## config.mk

```make
export PLATFORM = sky130hd
export DESIGN_NAME = alu_share_sequencer
export DESIGN_NICKNAME = d
export VERILOG_FILES = /design/src/rtl/alu_share_sequencer.sv
export SDC_FILE = /design/constraint.sdc
export NUM_CORES = 1
export LEC_CHECK = 0
export CAP_MARGIN = 20
export CELL_PAD_IN_SITES_DETAIL_PLACEMENT = 1
export CELL_PAD_IN_SITES_GLOBAL_PLACEMENT = 1
export CORE_UTILIZATION = 39
export DETAILED_ROUTE_END_ITERATION = 12
export PLACE_DENSITY_LB_ADDON = 0.2
export SLEW_MARGIN = 30
export SYNTH_ARGS = -nofsm -noshare
export SYNTH_HDL_FRONTEND = slang
export SYNTH_SLANG_ARGS = --single-unit
```

## constraint.sdc

```tcl
create_clock -name clk -period 5.1 [get_ports clk]
set_input_delay 0.51 -clock clk [delete_from_list [all_inputs] [get_ports clk]]
set_output_delay 0.51 -clock clk [all_outputs]
set_load 0.005 [all_outputs]
```

## src/rtl/alu_share_sequencer.sv

```systemverilog
// Shares one 32-bit ALU between two requesters with round-robin arbitration.
// Results are registered and held until accepted; shift-left takes one bit per cycle.
module alu_share_sequencer #(
    parameter int WIDTH   = 32,
    parameter int SHAMT_W = 2
) (
    input  logic             clk,
    input  logic             reset,
    input  logic             req0_valid,
    output logic             req0_ready,
    input  logic [2:0]       req0_op,
    input  logic [WIDTH-1:0] req0_a,
    input  logic [WIDTH-1:0] req0_b,
    input  logic             req1_valid,
    output logic             req1_ready,
    input  logic [2:0]       req1_op,
    input  logic [WIDTH-1:0] req1_a,
    input  logic [WIDTH-1:0] req1_b,
    output logic             res_valid,
    input  logic             res_ready,
    output logic             res_id,
    output logic [WIDTH-1:0] res_data,
    output logic             res_zero,
    output logic             res_neg,
    output logic             res_ovf,
    output logic             res_carry,
    output logic             res_err,
    output logic             busy
);

    localparam logic [1:0] S_IDLE = 2'd0;
    localparam logic [1:0] S_EXEC = 2'd1;
    localparam logic [1:0] S_HOLD = 2'd2;

    localparam logic [2:0] OP_ADD = 3'b000;
    localparam logic [2:0] OP_SUB = 3'b001;
    localparam logic [2:0] OP_AND = 3'b010;
    localparam logic [2:0] OP_OR  = 3'b011;
    localparam logic [2:0] OP_XOR = 3'b100;
    localparam logic [2:0] OP_SLT = 3'b101;
    localparam logic [2:0] OP_SHL = 3'b110;

    localparam logic [SHAMT_W-1:0] CNT_ONE = {{(SHAMT_W-1){1'b0}}, 1'b1};

    logic [1:0]         state;
    logic               ptr;
    logic [2:0]         op_q;
    logic               id_q;
    logic [WIDTH-1:0]   acc;
    logic [WIDTH-1:0]   b_q;
    logic [SHAMT_W-1:0] cnt;
    logic               sh_carry;

    logic               idle;
    logic               gnt0;
    logic               gnt1;
    logic               take;
    logic               shift_step;
    logic [WIDTH:0]     sum_w;
    logic [WIDTH:0]     dif_w;
    logic [WIDTH-1:0]   nx_data;
    logic               nx_ovf;
    logic               nx_carry;
    logic               nx_err;

    // Ties go to the port named by ptr; a lone valid always wins.
    assign idle       = (state == S_IDLE);
    assign gnt0       = req0_valid & (~req1_valid | ~ptr);
    assign gnt1       = req1_valid & (~req0_valid | ptr);
    assign req0_ready = idle & gnt0;
    assign req1_ready = idle & gnt1;
    assign take       = req0_ready | req1_ready;
    assign res_valid  = (state == S_HOLD);
    assign busy       = ~idle;
    assign shift_step = (op_q == OP_SHL) && (cnt != '0);

    always_comb begin
        sum_w    = {1'b0, acc} + {1'b0, b_q};
        dif_w    = {1'b0, acc} + {1'b0, ~b_q} + {{WIDTH{1'b0}}, 1'b1};
        nx_data  = '0;
        nx_ovf   = 1'b0;
        nx_carry = 1'b0;
        nx_err   = 1'b0;
        case (op_q)
            OP_ADD: begin
                nx_data  = sum_w[WIDTH-1:0];
                nx_carry = sum_w[WIDTH];
                nx_ovf   = (acc[WIDTH-1] == b_q[WIDTH-1]) && (sum_w[WIDTH-1] != acc[WIDTH-1]);
            end
            OP_SUB: begin
                nx_data  = dif_w[WIDTH-1:0];
                nx_carry = dif_w[WIDTH];
                nx_ovf   = (acc[WIDTH-1] != b_q[WIDTH-1]) && (dif_w[WIDTH-1] != acc[WIDTH-1]);
            end
            OP_AND: nx_data = acc & b_q;
            OP_OR:  nx_data = acc | b_q;
            OP_XOR: nx_data = acc ^ b_q;
            OP_SLT: nx_data = {{(WIDTH-1){1'b0}}, (acc < b_q)};
            OP_SHL: begin
                nx_data  = acc;
                nx_carry = sh_carry;
            end
            default: nx_err = 1'b1;
        endcase
    end

    // acc doubles as operand A and as the shift register for shl.
    always_ff @(posedge clk) begin
        if (reset) begin
            state     <= S_IDLE;
            ptr       <= 1'b0;
            op_q      <= '0;
            id_q      <= 1'b0;
            acc       <= '0;
            b_q       <= '0;
            cnt       <= '0;
            sh_carry  <= 1'b0;
            res_id    <= 1'b0;
            res_data  <= '0;
            res_zero  <= 1'b0;
            res_neg   <= 1'b0;
            res_ovf   <= 1'b0;
            res_carry <= 1'b0;
            res_err   <= 1'b0;
        end else begin
            case (state)
                S_IDLE: begin
                    if (take) begin
                        op_q     <= req1_ready ? req1_op : req0_op;
                        acc      <= req1_ready ? req1_a : req0_a;
                        b_q      <= req1_ready ? req1_b : req0_b;
                        cnt      <= req1_ready ? req1_b[SHAMT_W-1:0] : req0_b[SHAMT_W-1:0];
                        id_q     <= req1_ready;
                        sh_carry <= 1'b0;
                        state    <= S_EXEC;
                    end
                end
                S_EXEC: begin
                    if (shift_step) begin
                        acc      <= acc << 1;
                        sh_carry <= acc[WIDTH-1];
                        cnt      <= cnt - CNT_ONE;
                    end else begin
                        res_id    <= id_q;
                        res_data  <= nx_data;
                        res_zero  <= (nx_data == '0);
                        res_neg   <= nx_data[WIDTH-1];
                        res_ovf   <= nx_ovf;
                        res_carry <= nx_carry;
                        res_err   <= nx_err;
                        state     <= S_HOLD;
                    end
                end
                S_HOLD: begin
                    if (res_ready) begin
                        ptr   <= ~res_id;
                        state <= S_IDLE;
                    end
                end
                default: state <= S_IDLE;
            endcase
        end
    end

endmodule

```

==> Word-level counts from Yosys, hierarchy flattened <==
Cells that the tools add are included.
{ "word_totals": {"reg_bits": 112, "output_inout_bits": 42, "elab_cells": 88} }
{ "op_classes": {"n_addsub": 4, "n_lt_le_gt_ge": 1, "eq_ne": 16, "mux": 21, "bitwise_logic": 17, "reduce_logical": 14} }
{ "op_table": {"columns": ["op", "count"], "rows": [
  ["$pmux 32 s7", 1],
  ["$mux 32", 4],
  ["$add 32x32->33", 2],
  ["$pmux 32 s2", 1],
  ["$add 33x1->33 const B", 1],
  ["$and 32x32->32", 1],
  ["$logic_not 32->1", 1],
  ["$lt 32x32->1", 1],
  ["$not 32->32", 1],
  ["$or 32x32->32", 1],
  ["$xor 32x32->32", 1],
  ["$mux 2", 6],
  ["$eq 3x3->1 const B", 3],
  ["$reduce_or 7->1", 1],
  ["$eq 3x2->1 const B", 2],
  ["$not 1->1", 6],
  ["$pmux 2 s3", 1],
  ["$reduce_and 2->1", 3],
  ["$reduce_and 3->1", 2],
  ["$and 1x1->1", 4],
  ["$ne 2x1->1 const B", 2],
  ["$ne 2x2->1 const B", 2],
  ["$pmux 1 s2", 2],
  ["$pmux 2 s2", 1],
  ["14 further kinds", 23]
]} }

==> Depth between registers and ports, before layout <==
Gate-level depths: netlist (run 1).
{ "depth": {"depth_word": 7, "ltp_mapped": 15} }

==> Least setup slack after synthesis (run 1) <==
Ideal clock, no wire load.
{ "synth_timing": {"path_kind": "reg-to-reg", "from": "reg acc[0]", "to": "reg res_zero", "arrival_ns": 3.268, "slack_ns": 1.748, "stages_incl_launch_ff": 16, "period_less_slack_ns": 3.352, "path_cell_list": "dfxtp_1 -> inv_1 -> ha_1 -> inv_1 -> fa_1 -> nor2b_1 -> o311ai_2 -> o211ai_2 -> a2111oi_2 -> o31ai_1 -> a311oi_1 -> o21ai_0 -> a221oi_1 -> o21a_1 -> nand4_1 -> o31ai_2"} }
{ "synth_between": {"elab_chain_len": 4, "word_cells_on_any_way": 9, "cone_classes": "add/sub: 3; order compare: 1; mux: 1; bitwise: 3; reduce/logical: 1"} }
{ "synth_lines": {"columns": ["element", "line_no", "source"], "rows": [
  ["from (decl)", "49", "logic [WIDTH-1:0] acc;"],
  ["from (signal assigned)", "130", "acc <= req1_ready ? req1_a : req0_a;"],
  ["from (signal assigned)", "140", "acc <= acc << 1;"],
  ["$add 32x32->33", "79", "dif_w = {1'b0, acc} + {1'b0, ~b_q} + {{WIDTH{1'b0}}, 1'b1};"],
  ["$add 33x1->33", "79", null],
  ["$pmux 32 s7 *", "84", "case (op_q)"],
  ["$logic_not 32->1 *", "146", "res_zero <= (nx_data == '0);"],
  ["to (signal assigned)", "146", null],
  ["to (decl)", "23", "output logic res_zero,"]
]} }
Mark *: on every way between the ends. The rest lies on a longest branch, timed or not.
A chain may end at the register's enable or synchronous reset.

==> Final worst setup path (run 1) <==
Ends and elaborated chain as after synthesis.

==> flow_metrics.py, run 1 <==
metrics = {
    "status": {
        "status": "finished clean",
    },
    "floorplan": {
        "io_pins": 181,
        "die_y_um": 170,
        "dieArea_um2": 28900,
        "core-area_um2": 27800,
        "row_count": 61,
        "initial_utilization": 0.396,
        "die_x_um": 170,
    },
    "final_layout": {
        "n_fill_cell": 3549,
        "antenna_cells": 0,
        "drive_gt1_frac": 0.0558,
        "syn_to_final_growth_pct": 22.2,
        "layout.nets": 1923,
    },
    "sta": {
        "finClkSkew_ps": 15.3,
        "finalHoldViolations": 0,
        "relSlewSlack": 0.423,
        "setup_viol": 0,
        "rsz0062_at_grt": "no",
        "slew_viol_final": 0,
        "fmax_ghz": 0.230,
        "period_needed_ps": 4350,
        "worstMarginPinSlew_ps": 864,
        "post-route-period-util": 0.853,
        "setup_tns_ps": 0,
    },
    "critical_path": {
        "slowest_delay_ps": 450,
        "endpoint_kind": "flop",
        "ff2ff_path_depth": 15,
        "critPathLaunch": "acc[0]",
        "rr_endpoint": "res_zero",
        "cpMaxStageDelayCell": "o311ai_2",
        "required_ps": 5410,
        "crit_path_max_fanout": 5,
        "reg2reg_slack_ps": 750,
        "critPathKind": "reg2reg",
        "r2r-start": "acc[0]",
        "cp-endpoint": "res_zero",
        "critPathLaunchType": "flop",
        "arrival_ps": 4660,
        "path_cells": "inv_1 -> ha_1 -> inv_1 -> fa_1 -> nor2b_1 -> o311ai_2 -> o211ai_2 -> o21ai_2 -> o221ai_1 -> or2_1 -> a221oi_1 -> o221ai_1 -> nor4bb_1 -> nand4_1 -> o31ai_2",
    },
    "clock_tree": {
        "cts_sinks": 111,
        "cts_made_buffers": 9,
        "clock_path_buffers": 2,
        "cts.reportedPaths.clkPinSlew_ps": 90,
        "h-tree-depth": 3,
        "ctsResizeCount": 0,
        "clockRootBuffer": "clkbuf_16",
        "cts_tree": "built",
        "cts_setup_buffers": 0,
        "ctsHoldBuffers": 0,
        "insertion_delay_ps": 390,
    },
    "synthesis": {
        "synth_xor_area_frac": 0.00717,
        "yosys_register_bits": 111,
        "syn_area_um2": 11000,
        "async_flop_share": 0,
        "synthAdderAreaFrac": 0.120,
        "synth-simple-area-share": 0.237,
        "yosys_warnings": 0,
        "syn_nets": 1807,
        "synthFlopType": "dfxtp_1",
        "synth_mux_area_frac": 0.0536,
        "synth_compound_area_frac": 0.301,
        "syn_avg_cell_area_um2": 7.03,
        "synthDistinctLibCells": 87,
        "synth_edf_count": 0,
        "synth_top_family_by_area": "compound AO/OA/AOI/OAI gates",
        "ys_seq_area_frac": 0.202,
        "syn_inst": 1564,
    },
    "routing": {
        "vias_per_cell": 6.02,
        "route.detailed.drc": 0,
        "ant_nets": 0,
        "dr_total_vias": 12400,
        "drt-initial-drc-count": 1030,
        "wl_per_cell_um": 23.1,
        "dr.pass1.iters": 5,
        "wl_mm": 47.8,
    },
    "hold_path": {
        "hold_class": "reg2reg",
    },
    "run": {
        "cap_viol_max_count": 0,
    },
    "placed_design": {
        "gp_congestion": 0.961,
        "dp_hpwl_mm": 37.7,
        "numPortBuffers": 180,
    },
    "grt": {
        "grt_pass1_wl_mm": 73.1,
        "grt_pass1_vias": 12300,
        "track_usage": 0.333,
        "gr-total-overflow": 0,
        "antenna_found_initial": 0,
        "grt_max_degree": 70,
    },
    "pwr": {
        "p_leak_nw": 5.16,
        "p_per_area_nw_per_um2": 333,
        "peakVddDrop_uv": 178,
        "finalPower_mw": 4.48,
    },
}
-- kinds of logic after synthesis --
logic type / Yosys count
xor gates and xnor gates: 9
AOI/OAI and AO/OA: 482
muxes: 58
and+or+nand+nor: 580
DFF: 111
buffers and inverters: 220
adders and majority gates: 104
-- synthesized netlist by cell type (8+ instances only) --
library cell	n	area, um^2
a211oi_1	65	488
a21o_1	12	90.1
a21oi_1	132	661
a221oi_1	8	70.1
a311oi_1	38	333
a31oi_1	17	106
and3_1	10	62.6
buf_1	8	30.0
buf_2	16	80.1
clkbuf_1	87	327
dfxtp_1	111	2220
ha_1	102	1280
inv_1	102	383
mux2i_1	51	510
nand2_1	153	574
nand2b_1	17	106
nand3_1	25	125
nand4_1	10	62.6
nor2_1	248	931
nor2b_1	20	125
nor3_1	40	200
nor4_1	19	119
o211ai_1	12	90.1
o21a_1	11	82.6
o21ai_0	63	315
o221ai_1	10	87.6
o22ai_1	16	100
o31ai_1	14	105
xnor2_1	9	78.8
-- flip-flops by register name, indices dropped and copies added (netlist names) --
signal and count:
acc 32, b_q 32, cnt 2, id_q 1
op_q 3, ptr 1, res_carry 1, res_data 32
res_err 1, res_id 1, res_ovf 1, res_zero 1
sh_carry 1, state 2
-- layer usage --
layer	global-route usage	vias up	wire length, um
li1	-	5846	-
met1	0.476	6078	23000
met2	0.499	442	20300
met3	0.0767	47	3630
met4	0.0826	0	855
met5	0	-	0
-- critical path: cells and delay by family, from the launching register on --
family,cells,cell delay [ps]
buffers and inverters,2,170
adders and majority gates,2,590
AOI/OAI and AO/OA,7,2100
DFF,1,360
and+or+nand+nor,4,1040
-- layout by cell type, fill, tap and decap left out, drive strengths merged, types with 9 or more instances in the layout --
master	instances
dfxtp	111
nand2	153
o211ai	13
xnor2	9
a211oi	65
o21ai	68
nor3	40
o21a	11
clkbuf	10
nand4	10
a21o	12
nand3	25
ha	102
a31oi	17
buf	42
inv	108
a311oi	38
nor2	248
a21oi	134
nor2b	20
and3	10
nand2b	17
mux2i	51
o22ai	16
nor4	19
o31ai	16
o221ai	10
clkdlybuf4s50	179
-- stage by stage --
stage | util | setup WS (ps) | hold WS [ps] | cell area (um^2) | cells
after floorplan | - | 1750 | 432 | 11000 | 1564
after global placement | 0.472 | 862 | 440 | 13100 | 2047
after detailed placement | 0.472 | 826 | 455 | 13100 | 2047
after CTS | 0.483 | 783 | 467 | 13400 | 2063
after global routing | 0.483 | 567 | 496 | 13400 | 2063
final | 0.483 | 750 | 463 | 13400 | 2063
-- final cells by class --
class | instances | area [um^2] | area share
clock inverters | 6 | 83.8 | 0.00624
multi-input cells | 1233 | 7920 | 0.590
flip-flops and latches | 111 | 2220 | 0.166
well taps | 378 | 473 | 0.0352
inverters | 104 | 390 | 0.0291
repair buffers | 221 | 2110 | 0.157
clock buffers | 10 | 229 | 0.0171
-- power by group --
group	switching [mW]	total [mW]	internal, mW
clock network	0.415	0.814	0.399
logic	1.60	2.54	0.940
registers	0.142	1.12	0.981
-- worst min-delay path by stage --
stage                      start           end  slack, ps  cells past startpoint
finish                      id_q        res_id        460                      2
global route        res_data[22]  res_data[22]        500                      2
CTS                         id_q        res_id        470                      2
detailed placement          id_q        res_id        450                      2
global placement         res_ovf       res_ovf        440                      2
floorplan                 cnt[1]        cnt[1]        430                      2
Note: power is estimated with default switching activity, not from simulation.
==> run 2: changes to the inputs <==
Settings changed: CTS_CLUSTER_DIAMETER set to 200, CTS_CLUSTER_SIZE set to 14, SETUP_SLACK_MARGIN set to 0.4.
==> results of run 2 <==
No change in the layout: final DEF, timing and power equal those of run 1.
